==> config.mk <==
export PLATFORM = sky130hd
export DESIGN_NAME = iter_muldiv
export DESIGN_NICKNAME = d
export VERILOG_FILES = /design/src/rtl/iter_muldiv.sv
export SDC_FILE = /design/constraint.sdc
export NUM_CORES = 1
export LEC_CHECK = 0
export CAP_MARGIN = 20
export CORE_ASPECT_RATIO = 1.5
export CORE_MARGIN = 2
export CORE_UTILIZATION = 54
export CTS_CLUSTER_SIZE = 14
export DETAILED_ROUTE_END_ITERATION = 8
export PLACE_DENSITY = 0.78
export SLEW_MARGIN = 5
export SYNTH_ARGS = -nofsm -noshare
export SYNTH_HDL_FRONTEND = slang
export SYNTH_SLANG_ARGS = --single-unit
==> constraint.sdc <==
create_clock -name clk -period 16.8 [get_ports clk]
set_input_delay 3.36 -clock clk [delete_from_list [all_inputs] [get_ports clk]]
set_output_delay 3.36 -clock clk [all_outputs]
set_load 0.1 [all_outputs]
==> src/rtl/iter_muldiv.sv <==
// Iterative multiply/divide unit, signed or unsigned, with HI/LO results.
// It computes one result bit per cycle and uses a start/ready handshake with annul.
module iter_muldiv #(
  parameter int unsigned WIDTH = 32
) (
  input  logic             clk,
  input  logic             rst,
  input  logic             start,
  input  logic             annul,
  input  logic             op,
  input  logic             sign,
  input  logic [WIDTH-1:0] a,
  input  logic [WIDTH-1:0] b,
  output logic [WIDTH-1:0] hi,
  output logic [WIDTH-1:0] lo,
  output logic             ready,
  output logic             busy
);

  localparam int unsigned CNT_W = $clog2(WIDTH + 1);
  localparam int unsigned RW    = WIDTH + 1;
  localparam int unsigned SW    = WIDTH + 2;
  localparam int unsigned PW    = 2 * WIDTH;

  typedef enum logic [1:0] {IDLE, CALC, SIGN, DONE} state_t;

  state_t             state_q, state_d;
  logic [CNT_W-1:0]   cnt_q, cnt_d;
  logic [PW-1:0]      acc_q, acc_d;
  logic [RW-1:0]      rem_q, rem_d;
  logic [WIDTH-1:0]   opnd_q, opnd_d;
  logic               op_q, op_d;
  logic               a_neg_q, a_neg_d;
  logic               b_neg_q, b_neg_d;
  logic               b_zero_q, b_zero_d;
  logic [WIDTH-1:0]   hi_q, hi_d;
  logic [WIDTH-1:0]   lo_q, lo_d;
  logic               ready_q, ready_d;
  logic               busy_q, busy_d;

  logic [WIDTH-1:0]   mag_a, mag_b, quot, remv;
  logic [SW-1:0]      rem_sh;
  logic               rem_ge;
  logic [RW-1:0]      add_sum;
  logic [PW-1:0]      prod;
  logic               neg_res;

  always_comb begin
    state_d  = state_q;
    cnt_d    = cnt_q;
    acc_d    = acc_q;
    rem_d    = rem_q;
    opnd_d   = opnd_q;
    op_d     = op_q;
    a_neg_d  = a_neg_q;
    b_neg_d  = b_neg_q;
    b_zero_d = b_zero_q;
    hi_d     = hi_q;
    lo_d     = lo_q;
    ready_d  = 1'b0;

    mag_a   = (sign && a[WIDTH-1]) ? WIDTH'(-a) : a;
    mag_b   = (sign && b[WIDTH-1]) ? WIDTH'(-b) : b;
    // Restoring divide step: shift next dividend bit into the partial remainder.
    rem_sh  = {rem_q, acc_q[WIDTH-1]};
    rem_ge  = (rem_sh >= SW'(opnd_q));
    add_sum = {1'b0, acc_q[PW-1:WIDTH]} + (acc_q[0] ? {1'b0, opnd_q} : RW'(0));
    neg_res = a_neg_q ^ b_neg_q;
    prod    = neg_res ? PW'(-acc_q) : acc_q;
    quot    = neg_res ? WIDTH'(-acc_q[WIDTH-1:0]) : acc_q[WIDTH-1:0];
    remv    = a_neg_q ? WIDTH'(-rem_q[WIDTH-1:0]) : rem_q[WIDTH-1:0];
    if (b_zero_q) quot = '1;

    case (state_q)
      IDLE: begin
        if (start) begin
          state_d  = CALC;
          cnt_d    = '0;
          acc_d    = {WIDTH'(0), mag_a};
          rem_d    = '0;
          opnd_d   = mag_b;
          op_d     = op;
          a_neg_d  = sign & a[WIDTH-1];
          b_neg_d  = sign & b[WIDTH-1];
          b_zero_d = (b == '0);
        end
      end
      CALC: begin
        cnt_d = cnt_q + CNT_W'(1);
        if (op_q) begin
          acc_d = {add_sum, acc_q[WIDTH-1:1]};
        end else begin
          acc_d = {acc_q[PW-1:WIDTH], acc_q[WIDTH-2:0], rem_ge};
          rem_d = rem_ge ? RW'(rem_sh - SW'(opnd_q)) : RW'(rem_sh);
        end
        if (cnt_q == CNT_W'(WIDTH - 1)) state_d = SIGN;
      end
      SIGN: begin
        state_d = DONE;
        ready_d = 1'b1;
        if (op_q) begin
          hi_d = prod[PW-1:WIDTH];
          lo_d = prod[WIDTH-1:0];
        end else begin
          hi_d = remv;
          lo_d = quot;
        end
      end
      DONE:    state_d = IDLE;
      default: state_d = IDLE;
    endcase

    // Annul wins in every state and discards any result in flight.
    if (annul) begin
      state_d = IDLE;
      hi_d    = hi_q;
      lo_d    = lo_q;
      ready_d = 1'b0;
    end
    busy_d = (state_d == CALC) || (state_d == SIGN);
  end

  always_ff @(posedge clk or posedge rst) begin
    if (rst) begin
      state_q  <= IDLE;
      cnt_q    <= '0;
      acc_q    <= '0;
      rem_q    <= '0;
      opnd_q   <= '0;
      op_q     <= 1'b0;
      a_neg_q  <= 1'b0;
      b_neg_q  <= 1'b0;
      b_zero_q <= 1'b0;
      hi_q     <= '0;
      lo_q     <= '0;
      ready_q  <= 1'b0;
      busy_q   <= 1'b0;
    end else begin
      state_q  <= state_d;
      cnt_q    <= cnt_d;
      acc_q    <= acc_d;
      rem_q    <= rem_d;
      opnd_q   <= opnd_d;
      op_q     <= op_d;
      a_neg_q  <= a_neg_d;
      b_neg_q  <= b_neg_d;
      b_zero_q <= b_zero_d;
      hi_q     <= hi_d;
      lo_q     <= lo_d;
      ready_q  <= ready_d;
      busy_q   <= busy_d;
    end
  end

  assign hi    = hi_q;
  assign lo    = lo_q;
  assign ready = ready_q;
  assign busy  = busy_q;

endmodule

==> metrics <==
Syn Std Cell Area 15300 µm²; endpoints failing setup 0; Post-Syn Nets 2024; final setup margin 10.60 ns; Final Hold Vio Count 0; final weighted congestion in routability-driven placement 0.985; FF-to-FF path depth 14; crit end category flop; #FFs+latches synth 207; status finished clean; # resized after CTS 0; clk slew on worst S/H paths 0.06 ns; worst r2r src acc_q[31]; CTS buffer count 21; FFs w/ async S/R, synth 100%; clock latency on the worst-skew pair 0.54 ns; worst hold endpoint hi[28]; Pre-Repair DR Iteration Count 5; core area 28000 µm²; Via density 6.12; PortBufs 135; GRT overflow 0; Ports 136; register-to-register setup slack 12.37 ns; CTS tree done; kind of critical path primary input to flop; initial core utilization 54.8%; hold depth 2; WP data arrival 6.58 ns; setup repair bufs after CTS 0; power per cell area 90.4 nW/µm²; setup tns final 0 ns; startpoint types primary input; fmax 161 MHz; worst IR drop on VDD 63.8 µV; pin count of the biggest net entering global routing 137; # rows 75; clk_skew 0.0225 ns; Post-Route WL 44000 µm; Die Height 210 µm; Hold WC Path Type flop to flop; number of global-route vias before repair 13.5k; wire per inst 19.0 µm; Seq/Total Area, Yosys 33.8%; Slew @ Worst Pin 1.04 ns; Cell Area, Placed 16900 µm²; period utilization 36.9%; total number of vias 14.1k; Post-synth EDFFs 0; Synth Instances 1883; fin crit period 6.20 ns; initial antenna violation count 0; first-pass GRT wire length 69500 µm; Initial DRC Count 830; DP Wirelength 32900 µm; hold_buf cts 0; total global-route track usage 29.1%; r2r endpoint rem_q[30]; Sink Count 207; max-cap violations 0; Setup Slack @ Placement 10.05 ns; max_slew headroom 30.4%; LEAKAGE 7.55 nW; fraction of layout cells with a size suffix above 1 4.27%; Overall Power 1.59 mW; DR DRC count 0; Layout area overhead 14.6%; fin area 17600 µm²; diode count 0; Top FF cell, synth dfrtp_1; syn avg cell area 8.14 µm²; CP Max Fanout 4; final-report max-slew violation count 0; Syn. warnings 0; Clock Root Buffer clkbuf_16; synth unique cells 71; Die Wd 142 µm; RSZ-0062 raised after global routing false; Max Root-Sink Buffers 3; Critical Path RT 17.18 ns; Hold Path Origin hi[28]; DIE AREA 29800 µm²; # H-tree levels 1; Net count, final 2095; Post-DRT Antenna Nets 0
## synth_stat cells, types with 7 or more instances
cell      count  area (µm²)
nor4_1       15        93.8
a21oi_1     148         741
dfrtp_1     207        5180
or3_1        18         113
nand2b_1     17         106
o21bai_1     13        97.6
ha_1         69         863
buf_1         7        26.3
inv_1        64         240
nand3_1      60         300
nor2_1      154         578
o31ai_1      30         225
a21o_1       25         188
o21ai_1      13        65.1
or2_2         8        50.1
nor3_1       15        75.1
clkbuf_1     89         334
and2_1        8        50.1
o41ai_1      16         140
o221ai_1     16         140
o21a_1       11        82.6
a31oi_1       7        43.8
xnor2_1     102         893
nand4_1      13        81.3
xor2_1      102         893
or4_1        14         105
o211ai_1     16         120
nand2_1     237         890
and3_1        8        50.1
o21ai_0     241        1210
mux2i_1      53         531
## layout make-up
type	count	area, µm²
Sequential cell	207	5180
Timing Repair Buffer	152	1480
Clock buffer	28	582
Multi-Input combinational cell	1507	9530
Fill cell	2432	10400
Tap cell	346	433
Inverter	65	251
Clock inverter	8	100
## flip-flops by register name, indices dropped and copies added (netlist names)
name / cells
b_zero_q: 1
op_q: 1
opnd_q: 32
acc_q: 64
rem_q: 33
ready: 1
hi: 32
b_neg_q: 1
lo: 32
cnt_q: 6
busy: 1
a_neg_q: 1
state_q: 2
## logic make-up (layout without fill, tap and decap cells)
logic type               count (synthesis)  in the layout  share of synthesized area [%]
AND/OR/NAND/NOR                        595            595                           18.0
AO/OA/AOI/OAI                          584            584                           22.8
flip-flops                             207            207                           33.8
XOR/XNOR                               204            204                           11.7
buffers and inverters                  169            253                           4.33
adder cells (fa/ha/maj)                 71             71                           5.90
multiplexers                            53             53                           3.46
## per-layer routing
layer  track usage (%)  wire, µm
met5                 0         0
met4              17.3      2740
met3              3.54      2480
met2              51.5     22000
met1              33.7     16800
## critical path, cell delays in order
cell and delay, ns:
clkdlybuf4s50_1 0.46, or4_4 0.59, or4_1 0.47, or3_4 0.37, or3_1 0.35, or2_1 0.30, nor3b_2 0.31, a21oi_1 0.13
xnor2_1 0.17, o21ai_1 0.07
## through the flow
| stage | hold WS (ns) | cells | util, % |
|---|---|---|---|
| after floorplan | 0.450 | 1883 | - |
| after global placement | 0.454 | 2277 | 60.3 |
| after detailed placement | 0.461 | 2277 | 60.3 |
| after CTS | 0.474 | 2313 | 62.8 |
| after global routing | 0.493 | 2313 | 62.8 |
| final | 0.468 | 2313 | 62.8 |
## where the power goes
part | switching, mW | total [mW] | internal [mW]
combinational | 0.308 | 0.503 | 0.195
clock | 0.206 | 0.480 | 0.274
sequential | 0.0637 | 0.602 | 0.539
total | 0.578 | 1.59 | 1.01
## worst max-delay path by stage
stage	startpoint	end	slack, ns	cells after the start
after CTS	b[8]	opnd_q[27]	10.60	10
after global placement	b[8]	opnd_q[27]	10.12	10
after global routing	b[8]	opnd_q[30]	10.39	9
final	b[8]	opnd_q[27]	10.60	10
after detailed placement	b[8]	opnd_q[27]	10.05	10
after floorplan	rst	a_neg_q	7.79	1
## cells in the final DEF (no fill, tap or decap), types with 11 or more instances in the layout
| cell | count |
|---|---|
| nand4_1 | 13 |
| dfrtp_1 | 206 |
| o41ai_1 | 16 |
| clkbuf_16 | 21 |
| or4_1 | 14 |
| a21o_1 | 25 |
| xnor2_1 | 101 |
| nand2b_1 | 17 |
| buf_4 | 17 |
| o21ai_0 | 241 |
| nand3_1 | 60 |
| nand2_1 | 236 |
| or3_1 | 18 |
| o221ai_1 | 16 |
| nor3_1 | 15 |
| inv_1 | 63 |
| ha_1 | 69 |
| o31ai_1 | 30 |
| o21ai_1 | 13 |
| xor2_1 | 101 |
| clkdlybuf4s50_1 | 135 |
| mux2i_1 | 53 |
| nor4_1 | 15 |
| o21a_1 | 11 |
| nor2_1 | 153 |
| o21bai_1 | 13 |
| a21oi_1 | 147 |
| o211ai_1 | 16 |
Power figures use the tool's default switching activity.
